$ cat config.mk
export PLATFORM = sky130hd
export DESIGN_NAME = write_back_stage
export DESIGN_NICKNAME = d
export VERILOG_FILES = /design/src/rtl/write_back_stage.sv
export SDC_FILE = /design/constraint.sdc
export NUM_CORES = 1
export LEC_CHECK = 0
export BUFFER_PORTS_ARGS = -buffer_cell sky130_fd_sc_hd__buf_2
export CORE_MARGIN = 2
export CORE_UTILIZATION = 51
export CTS_BUF_LIST = sky130_fd_sc_hd__clkbuf_8
export DETAILED_ROUTE_END_ITERATION = 10
export PLACE_DENSITY_LB_ADDON = 0.3
export SYNTH_ARGS = -nofsm -noshare
export SYNTH_HDL_FRONTEND = slang
export SYNTH_SLANG_ARGS = --single-unit
$ cat constraint.sdc
create_clock -name clk -period 1.3 [get_ports clk]
set_input_delay 0 -clock clk [delete_from_list [all_inputs] [get_ports clk]]
set_output_delay 0 -clock clk [all_outputs]
set_load 0.01 [all_outputs]
$ cat src/rtl/write_back_stage.sv
// MEM/WB latch with write-back select and sub-word load extension; optional retired counter under WB_RETIRE_COUNT_EN.
// Latency: one cycle from capture edge to register-file write port.
// Backpressure: i_stall holds every registered output; i_flush overrides stall and inserts a bubble.
module write_back_stage #(
    parameter int PROC_BITS      = 32,
    parameter int PC_BITS        = 32,
    parameter int REG_ADDRS_BITS = 5,
    parameter int CNT_BITS       = 32,
    localparam int OFF_BITS      = $clog2(PROC_BITS/8)
) (
    input  logic                      clk,
    input  logic                      rst,
    input  logic                      i_stall,
    input  logic                      i_flush,
    input  logic                      i_valid,
    input  logic                      i_RegWrite,
    input  logic [REG_ADDRS_BITS-1:0] i_reg_addr,
    input  logic [1:0]                i_wb_sel,
    input  logic [1:0]                i_load_size,
    input  logic                      i_load_unsigned,
    input  logic [OFF_BITS-1:0]       i_byte_offset,
    input  logic [PROC_BITS-1:0]      i_alu_data,
    input  logic [PROC_BITS-1:0]      i_mem_data,
    input  logic [PC_BITS-1:0]        i_pc_return,
`ifdef WB_RETIRE_COUNT_EN
    input  logic                      i_count_clr,
    output logic [CNT_BITS-1:0]       o_retired_count,
`endif
    output logic [PROC_BITS-1:0]      o_reg_data,
    output logic [REG_ADDRS_BITS-1:0] o_reg_addr,
    output logic                      o_reg_write,
    output logic                      o_valid
);

    logic [OFF_BITS-1:0]       half_idx;
    logic [7:0]                byte_lane;
    logic [15:0]               half_lane;
    logic [PROC_BITS-1:0]      load_data;
    logic [PROC_BITS-1:0]      sel_data;

    logic [PROC_BITS-1:0]      reg_data_q, reg_data_d;
    logic [REG_ADDRS_BITS-1:0] reg_addr_q, reg_addr_d;
    logic                      reg_write_q, reg_write_d;
    logic                      valid_q, valid_d;

    // A misaligned half falls back to the aligned half that contains it.
    always_comb begin
        half_idx  = i_byte_offset >> 1;
        byte_lane = i_mem_data[{i_byte_offset, 3'b000} +: 8];
        half_lane = i_mem_data[{half_idx, 4'b0000} +: 16];
        case (i_load_size)
            2'b00:   load_data = i_load_unsigned ? {{(PROC_BITS-8){1'b0}}, byte_lane}
                                                 : {{(PROC_BITS-8){byte_lane[7]}}, byte_lane};
            2'b01:   load_data = i_load_unsigned ? {{(PROC_BITS-16){1'b0}}, half_lane}
                                                 : {{(PROC_BITS-16){half_lane[15]}}, half_lane};
            default: load_data = i_mem_data;
        endcase
        case (i_wb_sel)
            2'b01:   sel_data = load_data;
            2'b10:   sel_data = PROC_BITS'(i_pc_return);
            default: sel_data = i_alu_data;
        endcase
    end

    always_comb begin
        reg_data_d  = reg_data_q;
        reg_addr_d  = reg_addr_q;
        reg_write_d = reg_write_q;
        valid_d     = valid_q;
        if (i_flush) begin
            reg_data_d  = '0;
            reg_addr_d  = '0;
            reg_write_d = 1'b0;
            valid_d     = 1'b0;
        end else if (!i_stall) begin
            reg_data_d  = sel_data;
            reg_addr_d  = i_reg_addr;
            reg_write_d = i_valid & i_RegWrite & (i_reg_addr != '0);
            valid_d     = i_valid;
        end
    end

    always_ff @(posedge clk or negedge rst) begin
        if (!rst) begin
            reg_data_q  <= '0;
            reg_addr_q  <= '0;
            reg_write_q <= 1'b0;
            valid_q     <= 1'b0;
        end else begin
            reg_data_q  <= reg_data_d;
            reg_addr_q  <= reg_addr_d;
            reg_write_q <= reg_write_d;
            valid_q     <= valid_d;
        end
    end

    assign o_reg_data  = reg_data_q;
    assign o_reg_addr  = reg_addr_q;
    assign o_reg_write = reg_write_q;
    assign o_valid     = valid_q;

`ifdef WB_RETIRE_COUNT_EN
    logic [CNT_BITS-1:0] count_q, count_d;

    // Clear wins over a simultaneous increment and works while stalled.
    always_comb begin
        count_d = count_q;
        if (i_valid && !i_stall && !i_flush) count_d = count_q + 1'b1;
        if (i_count_clr) count_d = '0;
    end

    always_ff @(posedge clk or negedge rst) begin
        if (!rst) count_q <= '0;
        else      count_q <= count_d;
    end

    assign o_retired_count = count_q;
`endif

endmodule

* Word level (Yosys, flattened, before mapping)
Cells that the tools add are included.
Storage, ports and cells: bits in registers 39, input bits 114, logic and storage cells 26
Operators by class: equality and inequality tests 4, shift-type cells 2, mux-type cells 12, bitwise gates (word level) 2, reductions and logical operators 2
Operators by type and width (count):
- $mux 32 | 4
- $pmux 32 s2 | 2
- $shiftx 32x6->16 | 1
- $shiftx 32x6->8 | 1
- $mux 5 | 2
- $reduce_bool 5->1 | 1
- $eq 2x1->1 const B | 2
- $mux 1 | 4
- $and 1x1->1 | 2
- $eq 2x2->1 const B | 1
- $logic_not 2->1 | 1
- $ne 2x1->1 const B | 1

* Longest topological paths before layout
Gate-level depths: netlist of the first run.
depth after elaboration 6, mapped depth 8, depth with buffers taken out 6

* Least setup slack after synthesis of the first run
OpenSTA, ideal clock, no wires.
kind in2reg, start point input i_wb_sel[0], end point register reg_data_q[26] (netlist: o_reg_data[26]), path slack 0.009 ns, stages 8, arrival time 1.150 ns, required time 1.158 ns, cell sequence inv_1 > ha_1 > buf_2 > nor2b_1 > clkbuf_2 > buf_2 > a221oi_1 > o32ai_2
On the way: cells in the longest elaborated chain, start to end 4
RTL lines:
- start: declaration | RTL line 18 | input logic [1:0] i_wb_sel,
- $eq 2x2->1 / $eq 2x1->1 (equally long branches) | RTL line 58 | case (i_wb_sel)
- $pmux 32 s2 * | RTL line 58
- $mux 32 * | RTL line 75 | end else if (!i_stall) begin
- $mux 32 * | RTL line 70 | if (i_flush) begin
- end signal: assignment | RTL line 90 | reg_data_q <= reg_data_d;
- end: declaration | RTL line 41 | logic [PROC_BITS-1:0] reg_data_q, reg_data_d;
Mark *: on every way between the ends. The rest lies on a longest branch, timed or not. The select of a mux whose other input is x is not followed. A chain may end at the register's enable or synchronous reset.

* Worst setup path after layout of the first run
start point input i_reg_addr[1], end point register reg_write_q (netlist: o_reg_write)
On the way: cells in the longest elaborated chain, start to end 4
RTL lines:
- start: declaration | RTL line 17 | input logic [REG_ADDRS_BITS-1:0] i_reg_addr,
- $reduce_bool 5->1 | RTL line 78 | reg_write_d = i_valid & i_RegWrite & (i_reg_addr != '0);
- $and 1x1->1 | RTL line 78
- $mux 1 | RTL line 75
- $mux 1 | RTL line 70
- end signal: assignment | RTL line 92 | reg_write_q <= reg_write_d;
- end: declaration | RTL line 43 | logic reg_write_q, reg_write_d;
Every way passes these cells. The select of a mux whose other input is x is not followed.

==> results.cfg, run 1 <==
[global_route]
grt_max_degree = 40
overflow = 0
met2_usage_pct = 51.9
grt_util_met1_pct = 39.9
top_usage_layer = met2
grt_use_met3_pct = 5.73
antenna_found_initial = 0
grt_pass1_vias = 3426
grt.total_usage_pct = 31.1
grt_pass1_wl_um = 15800

[floorplanning]
start_util_pct = 53.5
die_w_um = 80.5
ioPinCount = 153
core_area_um2 = 5570
die_h_um = 80.5
die_area_um2 = 6470
rows = 27

[final_layout]
area_delta_synth_final_pct = 39.7
seq_area_um2 = 976
nNetsFinal = 624
drive_gt1_share_pct = 41.7
final_cells = 581
multi_input_area_um2 = 1800
antenna_cells = 0
n_fill_cell = 436

[route]
drtIter0Drc = 208
wl_per_cell_um = 17.5
firstDrtPassIters = 5
via_per_inst = 5.98
drc_errors = 0
ant_nets = 0
drt_wl_total_um = 10200
vias = 3475

[critical_path]
worstPathCellList = dlygate4sd3_1 -> buf_2 -> or4_1 -> o211ai_1 -> a21oi_1
cp-end-kind = flop
path_max_fanout = 2
slowest_stage = dlygate4sd3_1
slowest_delay_ns = 0.53
crit_path_start_kind = primary input
cp.arrival_ns = 1.45
path_class = in2reg
required_ns = 1.48

[sta]
fin_skew_ns = 0
period_share_pct = 97.8
slew_headroom_pct = 54.1
fmax_mhz = 786
rsz0062_at_grt = false
hold_viol = 0
slew_violations = 0
setup_viol = 0
tightestPinTransition_ns = 0.687
finalCriticalPeriod_ns = 1.27

[power_and_ir_drop]
p_leak_nw = 2.07
power.density_nw_per_um2 = 851
total_power_mw = 3.55
ir_drop_uv = 508

[synth]
yosys.cell_types.count = 43
synthesis.nets = 457
ys_seq_area_share_pct = 32.7
netlist_area_um2 = 2980
avgSynthCellArea_um2 = 8.74
synthCells = 341
ys_warn_count = 0
ys_ff_latch = 39

[clock_network]
clk_latency_ns = 0.29
htree_num_levels = 2
clock_path_buffers = 2
cts_buffers = 5
cts-root-buf = clkbuf_8
clock_sinks = 39
cts_setup_buffers = 0
clk_pin_slew_ns = 0.09
cts_tree = done

[place]
dpl.cell_count = 561
dpl.hpwl_um = 7650
globalplace.congestion = 0.948
port_buffers = 152

[run_status]
status = complete, no violations

[flow_run]
cap_violations = 0

[min_path]
hold_class = in2reg
## final timing paths
kind / start / to / slack [ns] / depth (start not counted)
hold / removal: i_alu_data[20] / o_reg_data[20]$_DFFE_PN0P_ / 0.003 / 3
hold reg to reg: o_reg_data[15]$_DFFE_PN0P_ / o_reg_data[15]$_DFFE_PN0P_ / 0.54 / 1
max in group asynchronous: rst / o_reg_data[2]$_DFFE_PN0P_ / 0.64 / 3
min in group asynchronous: rst / o_reg_data[11]$_DFFE_PN0P_ / 0.27 / 3
setup reg to reg: o_reg_data[14]$_DFFE_PN0P_ / o_reg_data[14]$_DFFE_PN0P_ / 0.42 / 3
setup / recovery: i_reg_addr[1] / o_reg_write$_DFFE_PN0P_ / 0.03 / 5
## where the power goes
part | switching [mW] | internal (mW) | total, mW
Clock | 0.475 | 0.572 | 1.05
Sequential | 0.0493 | 1.30 | 1.35
Combinational | 0.608 | 0.540 | 1.15
Total | 1.13 | 2.41 | 3.55
## stage by stage
step / area (um2) / worst slack [ns] / TNS, ns / util (%) / hold WS, ns
2_1_floorplan: 2980 / 0.00870 / 0 / - / -0.296
3_3_place_gp: 3930 / -0.0307 / -0.209 / 70.5 / 0.0900
3_5_place_dp: 3930 / -0.107 / -1.02 / 70.5 / 0.0913
4_1_cts: 4170 / 0.0349 / 0 / 74.8 / 0.00327
5_1_grt: 4170 / 0.000759 / 0 / 74.7 / 0.0126
6_report: 4170 / 0.0284 / 0 / 74.7 / 0.00273
## critical path, delay by kind of cell
kind / cells / cell delay, ns
buffers and inverters: 2 / 0.65
and+or+nand+nor: 1 / 0.50
AOI/OAI and AO/OA: 2 / 0.30
## sequential cells by signal, indices dropped and copies added (netlist names)
name,flops
o_valid,1
o_reg_addr,5
o_reg_data,32
o_reg_write,1
## layer usage
layer | wire length (um) | vias up
met5 | 0 | -
met4 | 228 | 0
met3 | 781 | 24
met2 | 4990 | 190
met1 | 4170 | 1631
li1 | - | 1630
## logic make-up (layout without fill, tap and decap cells)
logic type | Yosys count | in the layout | synth area share (%)
compound gates | 154 | 154 | 38.6
simple gates | 87 | 87 | 15.6
buf+inv | 44 | 212 | 7.01
flops | 39 | 39 | 32.7
mux | 15 | 15 | 5.20
fa+ha+maj | 2 | 2 | 0.839
## area by class of cell
cell class                 count  area share (%)
timing repair buffer         192            27.5
sequential                    39            23.4
clock inverter                 3            1.05
tap                           72            2.16
multi-input combinational    258            43.1
inverter                      12            1.08
clock buffer                   5            1.65
## layout by cell type, fill, tap and decap left out, types with 2 or more instances in the layout
cell           Yosys  routed
nand2_1           29      29
a221oi_1          17      17
a31o_2             7       7
nor2b_1           20      20
o2111ai_1          5       5
inv_1             12      12
clkbuf_8           0       5
a21oi_1           21      21
dlygate4sd3_1      0      13
o211ai_1           2       2
o21ai_0           46      46
dfrtp_1           39      39
a21o_1            15      15
nor2_1            14      14
o32ai_2           10      10
nand2b_1           4       4
buf_12             0       4
ha_1               2       2
a311oi_1           7       7
o32ai_1            6       6
a221o_1            2       2
buf_2             10     151
a22oi_1            7       7
nor3b_1           12      12
nor2_2             2       2
buf_4              2      24
mux2i_1           13      13
o22ai_1            3       3
## synthesized netlist by cell type (all sizes together)
master / number / area (um2)
o21ai: 46 / 230
dfrtp: 39 / 976
nand2: 29 / 109
a21oi: 21 / 105
nor2b: 20 / 125
buf: 18 / 110
a221oi: 17 / 149
nor2: 16 / 65.1
o32ai: 16 / 215
a21o: 15 / 113
clkbuf: 14 / 53.8
mux2i: 14 / 144
nor3b: 13 / 103
inv: 12 / 45.0
a22oi: 7 / 52.6
a311oi: 7 / 61.3
a31o: 7 / 61.3
o2111ai: 5 / 43.8
nand2b: 4 / 25.0
o22ai: 4 / 31.3
o211ai: 3 / 36.3
a221o: 2 / 20.0
ha: 2 / 25.0
a22o: 1 / 8.76
a2bb2oi: 1 / 8.76
a31oi: 1 / 6.26
a41o: 1 / 10.0
mux2: 1 / 11.3
nand3b: 1 / 7.51
nor3: 1 / 5.00
or2: 1 / 6.26
or3: 1 / 11.3
or4: 1 / 7.51
## what timing repair did
item,in CTS,in global routing
hold endpoints to repair,51,0
hold buffers,13,0
gates resized for setup,0,0
endpoints found under the setup margin,0,1
(Power assumes the default switching activity.)
==> run 2: changes to the inputs <==
--- a/config.mk
+++ b/config.mk
@@ -11,6 +11,7 @@
 export CTS_BUF_LIST = sky130_fd_sc_hd__clkbuf_8
 export DETAILED_ROUTE_END_ITERATION = 10
 export PLACE_DENSITY_LB_ADDON = 0.3
+export RECOVER_POWER = 50
 export SYNTH_ARGS = -nofsm -noshare
 export SYNTH_HDL_FRONTEND = slang
 export SYNTH_SLANG_ARGS = --single-unit
==> results.cfg, run 2 (synthesis results as in run 1) <==
[route]
vias = 3511
drc_errors = 0
wl_per_cell_um = 17.4
ant_nets = 0
drtIter0Drc = 218
drt_wl_total_um = 10100
via_per_inst = 6.04
firstDrtPassIters = 5

[place]
port_buffers = 152
place_ws_ns = -0.107
dpl.hpwl_um = 7650
place_area_um2 = 3930
globalplace.congestion = 0.948

[critical_path]
crit_path_start_kind = primary input
worstPathCellList = dlygate4sd3_1 -> buf_2 -> or4_1 -> o211ai_1 -> a21oi_1
worst_r2r_path_depth = 3
slowest_delay_ns = 0.53
path_class = in2reg
path_max_fanout = 2
path_depth = 5
required_ns = 1.48
slowest_stage = dlygate4sd3_1
cp_top_family = buffers and inverters
cp-end-kind = flop
cp.arrival_ns = 1.45
critPathBufInv = 2

[final_layout]
area_delta_synth_final_pct = 39.1
layout_common_cells = buf_2 (139), o21ai_0 (46), dfrtp_1 (39)
fin_area_um2 = 4150
drive_gt1_share_pct = 39.1
nNetsFinal = 624
mostFrequentLayoutCell = buf_2
largest_reg_flops = 32
antenna_cells = 0
n_fill_cell = 446

[power_and_ir_drop]
swShare_pct = 31.8
ir_drop_uv = 507
switching_power_mw = 1.12
pwr-share-clk_pct = 29.4
power_frac_seq_pct = 38.3
power.internal_mw = 2.40
total_power_mw = 3.53
power_frac_comb_pct = 32.3
p_leak_nw = 2.02
power.density_nw_per_um2 = 850

[floorplanning]
rows = 27
start_util_pct = 53.5
core_area_um2 = 5570
die_w_um = 80.5
ioPinCount = 153
die_h_um = 80.5
die_area_um2 = 6470

[sta]
slew_violations = 0
hold_viol = 0
rsz0062_at_grt = false
finalHoldWorstSlack_ns = 0.00777
finalCriticalPeriod_ns = 1.27
setup_viol = 0
slew_headroom_pct = 39.0
tightestPinTransition_ns = 0.916
postLayoutSetupSlackWorst_ns = 0.0320
fmax_mhz = 789
period_share_pct = 97.5
fin_skew_ns = 0

[min_path]
hold_depth = 3
hold_class = in2reg

[clock_network]
htree_num_levels = 2
clk_pin_slew_ns = 0.08
cts_buffers = 5
cts_resized = 0
clock_sinks = 39
clock_path_buffers = 2
clk_latency_ns = 0.29
cts-root-buf = clkbuf_8
cts_tree = done

[global_route]
grt_pass1_vias = 3426
grt_pass1_wl_um = 15800
grt.total_usage_pct = 31.1
antenna_found_initial = 0
overflow = 0
grt_max_degree = 40

[flow_run]
cap_violations = 0

[run_status]
status = complete, no violations
## run 2: repair_timing
item	CTS	global route
setup buffers	0	0
endpoints found under the hold margin	51	0
setup endpoints to repair	0	1
hold buffers	13	0
## run 2: through the flow
stage               utilization (%)  TNS (ns)  std cells
finish                         74.4         0        581
CTS                            74.8         0        582
floorplan                         -         0        341
global route                   74.4         0        581
detailed placement             70.5     -1.02        561
global placement               70.5    -0.209        561
## run 2: metal layers
layer	global-route usage, %	vias up	wire (um)
met5	0	-	0
met4	11.9	0	232
met3	5.73	26	856
met2	51.9	191	4960
met1	39.9	1659	4050
li1	-	1635	-
## run 2: path summary, 6_finish.rpt
| kind | from | to | slack [ns] |
|---|---|---|---|
| min | i_alu_data[19] | o_reg_data[19]$_DFFE_PN0P_ | 0.008 |
| min in group asynchronous | rst | o_reg_data[11]$_DFFE_PN0P_ | 0.43 |
| max in group asynchronous | rst | o_reg_data[2]$_DFFE_PN0P_ | 0.27 |
| max reg2reg | o_reg_data[14]$_DFFE_PN0P_ | o_reg_data[14]$_DFFE_PN0P_ | 0.42 |
| max | i_reg_addr[1] | o_reg_write$_DFFE_PN0P_ | 0.03 |
| min reg2reg | o_reg_data[15]$_DFFE_PN0P_ | o_reg_data[15]$_DFFE_PN0P_ | 0.54 |
## run 2: cell type report
cell class / instances / area [um2] / area share [%]
multi-input cells: 258 / 1800 / 43.3
repair buffers: 192 / 1130 / 27.2
flip-flops and latches: 39 / 976 / 23.5
well taps: 72 / 90.1 / 2.17
clock buffers: 5 / 68.8 / 1.66
inverters: 12 / 45.0 / 1.09
clock inverters: 3 / 43.8 / 1.06
## run 2: power groups by stage
stage	Combinational [mW]	Clock, mW	Sequential, mW
floorplan	0.552	0	1.41
global placement	1.08	0	1.37
detailed placement	1.10	0	1.37
CTS	1.14	1.05	1.35
global route	1.24	1.11	1.36
finish	1.14	1.04	1.35
## run 2: worst min-delay path, cell delays in order
cell,delay [ns]
buf_2,0.10
o21ai_0,0.07
o32ai_1,0.09
==> run 3: changes to the inputs <==
--- a/config.mk
+++ b/config.mk
@@ -10,6 +10,7 @@
 export CORE_UTILIZATION = 51
 export CTS_BUF_LIST = sky130_fd_sc_hd__clkbuf_8
 export DETAILED_ROUTE_END_ITERATION = 10
+export HOLD_SLACK_MARGIN = 0.02
 export PLACE_DENSITY_LB_ADDON = 0.3
 export RECOVER_POWER = 50
 export SYNTH_ARGS = -nofsm -noshare
==> results.cfg, run 3 (synthesis results as in run 1) <==
[power_and_ir_drop]
ir_drop_uv = 511
pwr-share-clk_pct = 29.3
power.internal_mw = 2.43
p_leak_nw = 2.07
power_frac_seq_pct = 37.9
power_frac_comb_pct = 32.8
power.density_nw_per_um2 = 835
swShare_pct = 31.9
switching_power_mw = 1.14

[critical_path]
cp-end-kind = flop
path_class = in2reg
worst_r2r_path_depth = 3
crit_path_start_kind = primary input
reg2reg_slack_ns = 0.42
worstPathCellList = dlygate4sd3_1 -> buf_2 -> or4_1 -> o211ai_1 -> a21oi_1
slowest_delay_ns = 0.53
path_max_fanout = 2
slowest_stage = dlygate4sd3_1
regToRegEndpoint = o_reg_data[14]$_DFFE_PN0P_
cp.arrival_ns = 1.45
crit-reg2reg-launch = o_reg_data[14]$_DFFE_PN0P_
required_ns = 1.48

[place]
place_area_um2 = 3930
globalplace.congestion = 0.948
port_buffers = 152
dpl.hpwl_um = 7650
place_ws_ns = -0.107
dpl.cell_count = 561

[final_layout]
nNetsFinal = 636
largest_reg_flops = 32
layout_common_cells = buf_2 (139), o21ai_0 (46), dfrtp_1 (39)
final_cells = 593
fin_area_um2 = 4270
area_delta_synth_final_pct = 43.1
n_fill_cell = 434
drive_gt1_share_pct = 38.2
antenna_cells = 0
mostFrequentLayoutCell = buf_2

[clock_network]
clk_latency_ns = 0.29
clock_path_buffers = 2
htree_num_levels = 2
clock_sinks = 39
clk_pin_slew_ns = 0.08
cts-root-buf = clkbuf_8
cts_buffers = 5
cts_resized = 0
cts_tree = done

[global_route]
grt_pass1_vias = 3506
grt_max_degree = 40
overflow = 0
grt_pass1_wl_um = 16100
grt.total_usage_pct = 31.8
antenna_found_initial = 0

[min_path]
holdCritStartpoint = i_alu_data[16]
hold_depth = 3
hold_class = in2reg
holdPathEnd = o_reg_data[16]$_DFFE_PN0P_

[route]
vias = 3556
drc_errors = 0
drtIter0Drc = 227
via_per_inst = 6.00
firstDrtPassIters = 5
wl_per_cell_um = 17.5
ant_nets = 0
drt_wl_total_um = 10400

[sta]
finalHoldWorstSlack_ns = 0.0203
tightestPinTransition_ns = 0.929
slew_headroom_pct = 38.1
postLayoutSetupSlackWorst_ns = 0.0333
period_share_pct = 97.4
fmax_mhz = 789
fin_skew_ns = 0
rsz0062_at_grt = false
setup_viol = 0
hold_viol = 0
finalCriticalPeriod_ns = 1.27
slew_violations = 0

[flow_run]
cap_violations = 0

[floorplanning]
rows = 27
core_area_um2 = 5570
start_util_pct = 53.5
die_w_um = 80.5
ioPinCount = 153
die_h_um = 80.5
die_area_um2 = 6470

[run_status]
status = complete, no violations
[run 3: changes by cell type in the layout (fill, tap and decap cells not counted), sizes merged]
cell,before,now
dlygate4sd3,13,25
[run 3: layer usage]
layer	part of all wire (%)	track usage [%]
met2	49	53.1
met5	0	0
met1	40	41.1
met3	7.9	5.51
met4	2.2	11.9
[run 3: worst max path at each step]
stage / from / endpoint / depth (start not counted)
finish: i_reg_addr[1] / o_reg_write$_DFFE_PN0P_ / 5
CTS: i_reg_addr[2] / o_reg_write$_DFFE_PN0P_ / 5
global placement: i_wb_sel[0] / o_reg_data[6]$_DFFE_PN0P_ / 6
floorplan: i_wb_sel[0] / o_reg_data[26]$_DFFE_PN0P_ / 8
global route: i_reg_addr[1] / o_reg_write$_DFFE_PN0P_ / 5
detailed placement: i_wb_sel[0] / o_reg_data[6]$_DFFE_PN0P_ / 6
[run 3: what timing repair did]
item / in CTS / in global routing
buffers inserted: 0 / 0
endpoints found under the setup margin: 0 / 1
hold endpoints to repair: 63 / 0
hold buffers: 25 / 0
[run 3: critical path: cells and delay by family]
family / cells / cell delay [ns]
AOI/OAI and AO/OA: 2 / 0.30
buffers and inverters: 2 / 0.65
and+or+nand+nor: 1 / 0.50
[run 3: final cells by class]
type | count | area (um2) | area share [%]
timing repair buffer | 204 | 1250 | 29.2
clock buffer | 5 | 68.8 | 1.61
multi-input combinational | 258 | 1800 | 42.1
sequential | 39 | 976 | 22.9
tap | 72 | 90.1 | 2.11
clock inverter | 3 | 43.8 | 1.03
inverter | 12 | 45.0 | 1.06
[run 3: power by group through the flow]
| stage | sequential (mW) | combinational (mW) | clock [mW] |
|---|---|---|---|
| 5_1_grt | 1.36 | 1.27 | 1.11 |
| 6_report | 1.35 | 1.17 | 1.04 |
| 4_1_cts | 1.35 | 1.16 | 1.05 |
| 3_3_place_gp | 1.37 | 1.08 | 0 |
| 2_1_floorplan | 1.41 | 0.552 | 0 |
| 3_5_place_dp | 1.37 | 1.10 | 0 |
[run 3: through the flow]
stage / power, mW / utilization [%] / TNS [ns]
final: 3.56 / 76.6 / 0
after CTS: 3.56 / 77.0 / 0
after detailed placement: 2.47 / 70.5 / -1.02
after global routing: 3.73 / 76.6 / 0
after global placement: 2.45 / 70.5 / -0.209
after floorplan: 1.96 / - / 0
